--- config.mk ---
export PLATFORM = sky130hd
export DESIGN_NAME = hazard_ctrl_unit
export DESIGN_NICKNAME = d
export VERILOG_FILES = /design/src/rtl/hazard_ctrl_unit_pkg.sv /design/src/rtl/hazard_ctrl_unit_fwd_select.sv /design/src/rtl/hazard_ctrl_unit.sv
export SDC_FILE = /design/constraint.sdc
export NUM_CORES = 1
export LEC_CHECK = 0
export BUFFER_PORTS_ARGS = -buffer_cell sky130_fd_sc_hd__buf_2
export CAP_MARGIN = 25
export CORE_ASPECT_RATIO = 1.2
export CORE_MARGIN = 1.5
export CORE_UTILIZATION = 54
export DETAILED_ROUTE_END_ITERATION = 10
export GPL_ROUTABILITY_DRIVEN = 0
export GPL_TIMING_DRIVEN = 0
export PLACE_DENSITY_LB_ADDON = 0.15
export SYNTH_ARGS = -nofsm -noshare
export SYNTH_HDL_FRONTEND = slang
export SYNTH_SLANG_ARGS = --single-unit
export TNS_END_PERCENT = 5
--- constraint.sdc ---
create_clock -name clk -period 2.2 [get_ports clk]
set_input_delay 0.22 -clock clk [delete_from_list [all_inputs] [get_ports clk]]
set_output_delay 0.22 -clock clk [all_outputs]
set_load 0.005 [all_outputs]
--- src/rtl/hazard_ctrl_unit_pkg.sv ---
// hazard_ctrl_unit_pkg: shared FSM encoding, forward-select codes and register-index width.
package hazard_ctrl_unit_pkg;
  localparam int REG_ADDR_W = 5;
  typedef enum logic {RUN = 1'b0, STALL = 1'b1} state_e;
  localparam logic [1:0] FWD_REG = 2'b00;
  localparam logic [1:0] FWD_WB  = 2'b01;
  localparam logic [1:0] FWD_MEM = 2'b10;
endpackage

--- src/rtl/hazard_ctrl_unit_fwd_select.sv ---
// fwd_select: picks the EX operand source for one register from the MEM/WB shadows.
module fwd_select
  import hazard_ctrl_unit_pkg::*;
#(
  parameter int W = REG_ADDR_W
) (
  input  logic [W-1:0] i_rs,
  input  logic [W-1:0] i_rd_m,
  input  logic         i_rw_m,
  input  logic         i_mr_m,
  input  logic [W-1:0] i_rd_w,
  input  logic         i_rw_w,
  output logic [1:0]   o_sel
);
  logic w_hit_m;
  logic w_hit_w;
  // a load sitting in MEM has no data yet, so it is never a forwarding source
  assign w_hit_m = i_rw_m & !i_mr_m & (|i_rd_m) & (i_rd_m == i_rs);
  assign w_hit_w = i_rw_w & (|i_rd_w) & (i_rd_w == i_rs);
  always_comb o_sel = w_hit_m ? FWD_MEM : w_hit_w ? FWD_WB : FWD_REG;
endmodule

--- src/rtl/hazard_ctrl_unit.sv ---
// hazard_ctrl_unit: RV32I load-use stall, branch flush and EX forwarding control.
// Optional performance counters StallCnt/FlushCnt are enabled by defining HAZARD_PERF_CNT_EN.
module hazard_ctrl_unit
  import hazard_ctrl_unit_pkg::state_e;
  import hazard_ctrl_unit_pkg::RUN;
  import hazard_ctrl_unit_pkg::STALL;
#(
  parameter int REG_ADDR_W       = hazard_ctrl_unit_pkg::REG_ADDR_W,
  parameter int LOAD_USE_BUBBLES = 1
`ifdef HAZARD_PERF_CNT_EN
  ,
  parameter int CNT_W            = 32
`endif
) (
  input  logic                  clk,
  input  logic                  reset,
  input  logic [REG_ADDR_W-1:0] Rs1D,
  input  logic [REG_ADDR_W-1:0] Rs2D,
  input  logic [REG_ADDR_W-1:0] RdD,
  input  logic                  UseRs1D,
  input  logic                  UseRs2D,
  input  logic                  RegWriteD,
  input  logic                  MemReadD,
  input  logic                  PCSrcE,
  output logic                  StallF,
  output logic                  StallD,
  output logic                  FlushD,
  output logic                  FlushE,
  output logic [1:0]            ForwardAE,
  output logic [1:0]            ForwardBE
`ifdef HAZARD_PERF_CNT_EN
  ,
  output logic [CNT_W-1:0]      StallCnt,
  output logic [CNT_W-1:0]      FlushCnt
`endif
);
  state_e                  r_state;
  state_e                  w_state_nx;
  logic [1:0]              r_cnt;
  logic [1:0]              w_cnt_nx;
  logic [REG_ADDR_W-1:0]   r_rs1_e, r_rs2_e, r_rd_e, r_rd_m, r_rd_w;
  logic                    r_rw_e, r_mr_e, r_rw_m, r_mr_m, r_rw_w;
  logic                    w_luse;
  logic                    w_stall;

  assign w_luse = r_mr_e & (|r_rd_e) &
                  ((UseRs1D & (Rs1D == r_rd_e)) | (UseRs2D & (Rs2D == r_rd_e)));

  always_ff @(posedge clk or negedge reset)
    if (!reset) begin
      r_state <= RUN;
      r_cnt   <= '0;
    end else begin
      r_state <= w_state_nx;
      r_cnt   <= w_cnt_nx;
    end

  // the RUN cycle that detects the hazard is the first bubble; STALL covers the rest
  always_comb begin
    w_state_nx = r_state;
    w_cnt_nx   = r_cnt;
    if (PCSrcE) begin
      w_state_nx = RUN;
      w_cnt_nx   = '0;
    end else if (r_state == RUN) begin
      if (w_luse && LOAD_USE_BUBBLES > 1) begin
        w_state_nx = STALL;
        w_cnt_nx   = 2'(LOAD_USE_BUBBLES - 1);
      end
    end else begin
      w_cnt_nx   = r_cnt - 2'd1;
      w_state_nx = (w_cnt_nx == 2'd0) ? RUN : STALL;
    end
  end

  always_comb begin
    w_stall = !PCSrcE & ((r_state == STALL) | w_luse);
    StallF  = w_stall;
    StallD  = w_stall;
    FlushD  = PCSrcE;
    FlushE  = PCSrcE | w_stall;
  end

  always_ff @(posedge clk or negedge reset)
    if (!reset) begin
      {r_rs1_e, r_rs2_e, r_rd_e, r_rw_e, r_mr_e} <= '0;
      {r_rd_m, r_rw_m, r_mr_m}                   <= '0;
      {r_rd_w, r_rw_w}                           <= '0;
    end else begin
      {r_rs1_e, r_rs2_e, r_rd_e, r_rw_e, r_mr_e} <= FlushE ? '0 :
                                                   {Rs1D, Rs2D, RdD, RegWriteD, MemReadD};
      {r_rd_m, r_rw_m, r_mr_m}                   <= {r_rd_e, r_rw_e, r_mr_e};
      {r_rd_w, r_rw_w}                           <= {r_rd_m, r_rw_m};
    end

  fwd_select #(.W(REG_ADDR_W)) u_fwd_a (
    .i_rs(r_rs1_e), .i_rd_m(r_rd_m), .i_rw_m(r_rw_m), .i_mr_m(r_mr_m),
    .i_rd_w(r_rd_w), .i_rw_w(r_rw_w), .o_sel(ForwardAE)
  );

  fwd_select #(.W(REG_ADDR_W)) u_fwd_b (
    .i_rs(r_rs2_e), .i_rd_m(r_rd_m), .i_rw_m(r_rw_m), .i_mr_m(r_mr_m),
    .i_rd_w(r_rd_w), .i_rw_w(r_rw_w), .o_sel(ForwardBE)
  );

`ifdef HAZARD_PERF_CNT_EN
  logic [CNT_W-1:0] r_stall_cnt;
  logic [CNT_W-1:0] r_flush_cnt;

  always_ff @(posedge clk or negedge reset)
    if (!reset) begin
      r_stall_cnt <= '0;
      r_flush_cnt <= '0;
    end else begin
      r_stall_cnt <= r_stall_cnt + CNT_W'(StallD);
      r_flush_cnt <= r_flush_cnt + CNT_W'(PCSrcE);
    end

  assign StallCnt = r_stall_cnt;
  assign FlushCnt = r_flush_cnt;
`endif
endmodule

Yosys cells after proc, flatten, opt, wreduce, memory -nomap -nowiden
Index checks and enable logic that the tools add are counted.
Word-level totals
  input port bits: 22
  output and inout bits: 8
  register bits after elaboration: 33
  logic and storage cells: 51
Cells by class
  mux-type cells: 10
  add/subtract/negate cells: 1
  bitwise gates (word level): 15
  reductions and logical operators: 7
  equality and inequality tests: 6
Operators by type and width (count)
  $eq A5 B5 Y1: 6
  $mux W17: 1
  $reduce_or A5 Y1: 3
  $and A1 B1 Y1: 12
  $mux W2: 4
  $mux W1: 5
  $or A1 B1 Y1: 3
  $logic_not A1 Y1: 2
  $logic_not A2 Y1: 1
  $reduce_bool A2 Y1: 1
  $sub A2 B1 Y2 const B: 1

Depth between registers and ports, before layout
Gate-level depths: netlist of the first run.
  depth after elaboration: 8
  mapped depth: 6
  gate-level depth less buffers: 4

Hierarchy
Synthesis of the first run repeated with hierarchy kept, for this count alone.
Second synthesis, totals
  cell total of the unflattened synthesis: 136
  area, all modules: 1589.0 µm²
By module, submodules not included
  hazard_ctrl_unit: seq. area each 825.8 µm², cells each 92, area each 1251.2 µm², instances 1
  fwd_select: seq. area each 0.0 µm², cells each 22, area each 168.9 µm², instances 2

Least setup slack after synthesis of the first run
OpenSTA, ideal clock, no wires.
  kind: flip-flop to output port
  start: reg r_rd_e[1]
  end: out StallF
  buffers on the path: 2
  slack: 0.419 ns
  data arrival time: 1.561 ns
  stages on the path, launching flop included: 7
  required time: 1.980 ns
  path through: dfrtp_1 -> or4_1 -> o21a_4 -> clkinv_4 -> buf_12 -> o31ai_1 -> buf_4
On the way
  longest elaborated chain between the ends: 6
  elaborated cells between the ends (all ways): 10
  classes of those cells: eq/ne: 2; bitwise: 7; reduce/logical: 1
Ends and longest elaborated chain
  from (decl): RTL line hazard_ctrl_unit.sv:41  | logic [REG_ADDR_W-1:0] r_rs1_e, r_rs2_e, r_rd_e, r_rd_m, r_rd_w;
  from (signal assigned): RTL line hazard_ctrl_unit.sv:90  | {r_rs1_e, r_rs2_e, r_rd_e, r_rw_e, r_mr_e} <= FlushE ? '0 :
  $eq A5 B5 Y1: RTL line hazard_ctrl_unit.sv:47  | ((UseRs1D & (Rs1D == r_rd_e)) | (UseRs2D & (Rs2D == r_rd_e)));
  $and A1 B1 Y1: RTL line hazard_ctrl_unit.sv:47
  $or A1 B1 Y1: RTL line hazard_ctrl_unit.sv:47
  $and A1 B1 Y1 (*): RTL line hazard_ctrl_unit.sv:46  | assign w_luse = r_mr_e & (|r_rd_e) &
  $or A1 B1 Y1 (*): RTL line hazard_ctrl_unit.sv:77  | w_stall = !PCSrcE & ((r_state == STALL) | w_luse);
  $and A1 B1 Y1 (*): RTL line hazard_ctrl_unit.sv:77
  to (decl): RTL line hazard_ctrl_unit.sv:25  | output logic StallF,
Mark *: on every way between the ends. The rest lies on a longest branch, timed or not.

Final worst setup path of the first run
  start: reg r_rd_e[2]
  end: out StallF
The elaborated chain is that of the path after synthesis.

==> out/qor.yml, run 1 <==
status:
  status: "finished clean"
setup_path:
  critical_path_class: "reg -> out"
  end_kind: "output pin"
  cp.required_ps: 1980
  startpoint_type: "register"
  r2r_start: "r_rd_e[2]"
  crit_fanout: 12
  critPathArrivalTime_ps: 1950
  crit_path_start: "r_rd_e[2]"
sta:
  finClkSkew_ps: 12.5
  relSlewSlack_pct: 54.3
  fmax_ghz: 0.460
  finalHoldViolations: 0
  worstMarginPinSlew_ps: 685
  min_period_ps: 2170
  drv_slew: 0
  setup_violations: 0
  fin_crit_sh_pct: 98.8
  grt_setup_unrepaired: "true"
die:
  num_io_pins: 30
  dieArea_mm2: 0.00318
  die_y_um: 61.4
  core-area_mm2: 0.00276
  rows: 21
  initial_core_util_pct: 55.7
  die_w_um: 51.7
layout:
  multi_input_area_um2: 661
  diodes: 0
  nNetsFinal: 188
  areaGrowthSynthToFinish_pct: 17.9
  fillCellCount: 221
  fin_util_pct: 65.7
  drive_above_1_share_pct: 33.1
  seq_area_um2: 827
clock_network:
  insertion_delay_ps: 330
  clock_sinks: 33
  clk_pin_slew_ps: 110
  clockBufferDepth: 2
  htree_levels: 2
  cts_tree: "built"
  cts-root-buf: "clkbuf_4"
  numCtsBuffers: 5
yosys:
  synth-seq-cells: 33
  synth_ff_type: "dfrtp_1"
  synth-seq-area-share_pct: 53.7
  avgSynthCellArea_um2: 12.1
  synth-edff-count: 0
  postSynthCellCount: 127
  ys_types: 27
  yosysWarnings: 0
  syn-num-nets: 150
  synth_area_mm2: 0.00154
  ys_async_sr_fraction_pct: 100
route:
  ant_nets: 0
  drcViolationCount: 0
  wl_per_cell_um: 13.8
  vias: 1066
  first_iter_violations: 18
  drtPass1Iterations: 4
  viasPerCell: 5.33
  finalWirelength_um: 2750
global_routing:
  grt_max_degree: 34
  grtUsageTotal_pct: 20.5
  gr-total-overflow: 0
  grt_pass1_wl_um: 4660
  grt_pass1_vias: 1048
  antenna_found_initial: 0
place:
  dp_hpwl_um: 2100
  io_buffers: 29
pwr:
  power_leakage_nw: 0.926
  max-vdd-ir-drop_v: 0.000559
  p_per_area_mw_per_mm2: 630
  power_mw: 1.14
hold_path:
  hold_class: "in -> reg"
  hold_path_startpoint: "RdD[0]"
flow_run:
  drv_cap: 0
## logic make-up (layout without fill, tap and decap cells)
group | after synthesis | after routing | share of synthesized area, %
compound gates | 24 | 24 | 12.2
mux | 1 | 1 | 0.651
fa+ha+maj | 1 | 1 | 0.814
flops | 33 | 33 | 53.7
xor+xnor | 31 | 31 | 17.7
buf+inv | 9 | 48 | 4.56
simple gates | 28 | 28 | 10.3
## through the flow
stage / setup TNS, ps / instance area [um^2] / std cells / setup slack (ps) / hold slack (ps)
2_1_floorplan: 0 / 1540 / 127 / 419 / -75.6
3_3_place_gp: 0 / 1720 / 190 / 228 / 288
3_5_place_dp: 0 / 1720 / 190 / 192 / 302
4_1_cts: -10.4 / 1800 / 200 / -10.4 / 67.7
5_1_grt: -159 / 1810 / 200 / -68.5 / 72.9
6_report: 0 / 1810 / 200 / 26.5 / 82.3
## worst paths after layout
kind / slack, ps / end / cells past startpoint
min reg2reg: 370 / r_rw_m / 0
min: 80 / r_rd_e[0] / 3
min in group asynchronous: 450 / r_rw_e / 2
max: 30 / StallF / 6
max reg2reg: 600 / r_rd_e[1] / 4
max in group asynchronous: 1250 / r_rd_m[1] / 2
## sequential cells by signal (all words and copies together), names as in the netlist, 2 cells and up
| register | cells |
|---|---|
| r_rd_w | 5 |
| r_rd_m | 5 |
| r_cnt | 2 |
| r_rs2_e | 5 |
| r_rd_e | 5 |
| r_rs1_e | 5 |
## per-layer routing
metal | share of wire [%] | vias up | track usage [%]
li1 | - | 518 | -
met1 | 40 | 516 | 23.1
met4 | 2.8 | 0 | 10.5
met2 | 54 | 25 | 36.6
met3 | 3.0 | 7 | 4.37
met5 | 0 | - | 0
## cells in the mapped netlist (4+ instances only)
cell type / instances / area [um^2]
buf_4: 4 / 30.0
or4_1: 5 / 37.5
a21oi_1: 7 / 35.0
dfrtp_1: 33 / 826
xor2_1: 14 / 123
o211a_1: 10 / 100
nand2_1: 9 / 33.8
nor2_1: 4 / 15.0
xnor2_1: 17 / 149
## worst max-delay path, stage by stage, from the launching register on
cell     delay, ps
dfrtp_1        440
or4_4          540
o21a_4         250
inv_8           80
o31ai_2         70
buf_4          130
buf_2          110
## area by class of cell
type	count	share of cell area [%]
clock inverter	3	0.967
buffer	5	1.86
clock buffer	5	2.07
inverter	2	0.829
timing repair buffer	33	9.81
tap	34	2.35
multi-input combinational	85	36.5
sequential	33	45.6
## layout by cell type (no fill, tap or decap), types with 3 or more instances in the layout
master and n:
dfrtp_1 32, buf_2 29, xnor2_1 17, xor2_1 14, o211a_1 10, nand2_1 9
a21oi_1 7, buf_4 7, clkbuf_4 5, or4_1 3, nor2_1 3
## what timing repair did
item,4_1_cts,5_1_grt
endpoints found under the hold margin,33,0
setup buffers,3,0
pin swaps,2,1
gates resized for setup,4,4
hold buffers,1,0
endpoints found under the setup margin,5,4
## power by group
part | switching [mW] | total (mW) | internal, mW | leakage (nW)
combinational | 0.0739 | 0.151 | 0.0775 | 0.468
clock | 0.205 | 0.325 | 0.120 | 0.0310
sequential | 0.0299 | 0.665 | 0.635 | 0.427
total | 0.308 | 1.14 | 0.833 | 0.926
(Power assumes the default switching activity.)
==> run 2, diff against run 1 <==
--- a/config.mk
+++ b/config.mk
@@ -5,15 +5,16 @@
 export SDC_FILE = /design/constraint.sdc
 export NUM_CORES = 1
 export LEC_CHECK = 0
-export BUFFER_PORTS_ARGS = -buffer_cell sky130_fd_sc_hd__buf_2
 export CAP_MARGIN = 25
 export CORE_ASPECT_RATIO = 1.2
 export CORE_MARGIN = 1.5
-export CORE_UTILIZATION = 54
+export CORE_UTILIZATION = 61
 export DETAILED_ROUTE_END_ITERATION = 10
+export DONT_BUFFER_PORTS = 1
 export GPL_ROUTABILITY_DRIVEN = 0
 export GPL_TIMING_DRIVEN = 0
 export PLACE_DENSITY_LB_ADDON = 0.15
+export SETUP_SLACK_MARGIN = 0.5
 export SYNTH_ARGS = -nofsm -noshare
 export SYNTH_HDL_FRONTEND = slang
 export SYNTH_SLANG_ARGS = --single-unit
==> run 2 against run 1 <==
  * The run now ends with setup timing left
  * First-iteration DRC count is 130% higher
  * Cell area is 14% higher
  * Worst hold slack worse by 27 ps
  * Fmax is 6.2% lower
  * Critical endpoint unchanged
  * Largest power group unchanged
==> out/qor.yml, run 2 (same netlist as run 1, synthesis figures left out) <==
hold_path:
  min_path_cells: 3
  hold_path_startpoint: "PCSrcE"
  hold_class: "in -> reg"
  holdPathEnd: "r_rd_e[4]"
clock_network:
  htree_levels: 2
  insertion_delay_ps: 350
  clk_pin_slew_ps: 120
  clock_sinks: 33
  cts-root-buf: "clkbuf_4"
  cts_tree: "built"
  numCtsBuffers: 5
  clockBufferDepth: 2
pwr:
  p_int_mw: 1.02
  p_comb_share_pct: 15.3
  p_sw_share_pct: 25.7
  power.switching_uw: 351
  max-vdd-ir-drop_v: 0.000756
  power_leakage_nw: 0.955
  clock_power_share_pct: 35.5
  p_per_area_mw_per_mm2: 662
  power_frac_seq_pct: 49.2
route:
  vias: 1177
  wl_per_cell_um: 22.5
  highest_layer: "met4"
  drcViolationCount: 0
  drtPass1Iterations: 5
  finalWirelength_um: 4360
  routed-wl-met3_um: 187
  viasPerCell: 6.07
  wl_met2_um: 2430
  ant_nets: 0
  first_iter_violations: 41
  wl_met1_um: 1570
die:
  core-area_mm2: 0.00233
  die_y_um: 58.0
  dieArea_mm2: 0.00283
  rows: 19
  initial_core_util_pct: 66.0
  die_w_um: 48.8
  num_io_pins: 30
sta:
  hold_slack_ps: 55.7
  fin_crit_sh_pct: 105
  setup_violations: 2
  fmax_ghz: 0.431
  finalHoldViolations: 0
  setup_ws_ps: -118
  min_period_ps: 2320
  relSlewSlack_pct: 68.4
  finClkSkew_ps: 22.3
  worstMarginPinSlew_ps: 474
  setup_tns_ps: -120
  grt_setup_unrepaired: "true"
  drv_slew: 0
setup_path:
  critical_path_class: "reg -> out"
  end_kind: "output pin"
  critPathArrivalTime_ps: 2100
  cp.required_ps: 1980
  r2r_slack_ps: 220
  startpoint_type: "register"
  r2r_start: "r_rd_e[3]"
  r2r_end: "r_rs2_e[2]"
  crit_fanout: 5
  ff2ff_path_depth: 8
status:
  violations: "setup timing"
  status: "complete, but fails checks"
layout:
  finalInstanceArea_mm2: 0.00206
  mostFrequentLayoutCell: "dfrtp_1"
  final_cells: 194
  fillCellCount: 106
  areaGrowthSynthToFinish_pct: 34.4
  nNetsFinal: 185
  fin_util_pct: 88.6
  diodes: 0
  drive_above_1_share_pct: 26.4
  layout_common_cells: "32 x dfrtp_1, 19 x dlygate4sd3_1, 16 x xnor2_1"
global_routing:
  antenna_found_initial: 0
  grt_pass1_wl_um: 5370
  grt_pass1_vias: 1144
  gr-total-overflow: 0
  grt_max_degree: 34
  grtUsageTotal_pct: 27.0
place:
  io_buffers: 0
  dp_cells: 158
  place_area_mm2: 0.00159
  dp_hpwl_um: 2060
flow_run:
  drv_cap: 0
## run 2: layout make-up
| class | instances | area, um^2 | share of cell area, % |
|---|---|---|---|
| Buffer | 7 | 61.3 | 2.97 |
| Inverter | 2 | 12.5 | 0.606 |
| Sequential cell | 33 | 827 | 40.1 |
| Clock buffer | 7 | 55.1 | 2.67 |
| Clock inverter | 1 | 30.0 | 1.45 |
| Multi-Input combinational cell | 85 | 762 | 36.9 |
| Timing Repair Buffer | 28 | 278 | 13.5 |
| Tap cell | 31 | 38.8 | 1.88 |
## run 2: what timing repair did
item                                    4_1_cts  5_1_grt
endpoints found under the setup margin       15       23
endpoints found under the hold margin        47        5
buffers inserted                              3        5
resized for setup                             5       20
hold buffers                                 15        5
pin swaps                                     3       20
## run 2: power by group through the flow
stage / clock, mW / combinational, mW / sequential (mW)
after global placement: 0 / 0.108 / 0.677
after global routing: 0.519 / 0.223 / 0.675
final: 0.485 / 0.209 / 0.673
after detailed placement: 0 / 0.111 / 0.678
after floorplan: 0 / 0.0938 / 0.670
after CTS: 0.476 / 0.155 / 0.666
## run 2: worst max-delay path by stage
| stage | from | end | cells past startpoint |
|---|---|---|---|
| floorplan | r_rd_e[4] | StallF | 6 |
| global placement | r_rd_e[1] | StallF | 6 |
| detailed placement | r_rd_e[1] | StallF | 6 |
| CTS | r_rd_e[1] | StallF | 6 |
| global route | r_rd_e[4] | StallF | 6 |
| finish | r_rd_e[3] | StallF | 7 |
## run 2: critical path, stage by stage, from the launching register on
cell and delay (ps):
dfrtp_1 470, buf_4 160, or4_4 480, o21a_4 260, clkinv_4 60, buf_12 100, o31ai_4 70, buf_4 140
## run 2: stage by stage
step	worst slack, ps	power (mW)
final	-118	1.37
after global routing	-200	1.42
after CTS	3.63	1.30
after detailed placement	232	0.788
after global placement	272	0.784
after floorplan	421	0.764
## run 2: metal layers
metal  track usage (%)  vias up
met5                 0        -
li1                  -      512
met4              13.1        0
met3              8.76       15
met1              27.6      604
met2              49.7       46
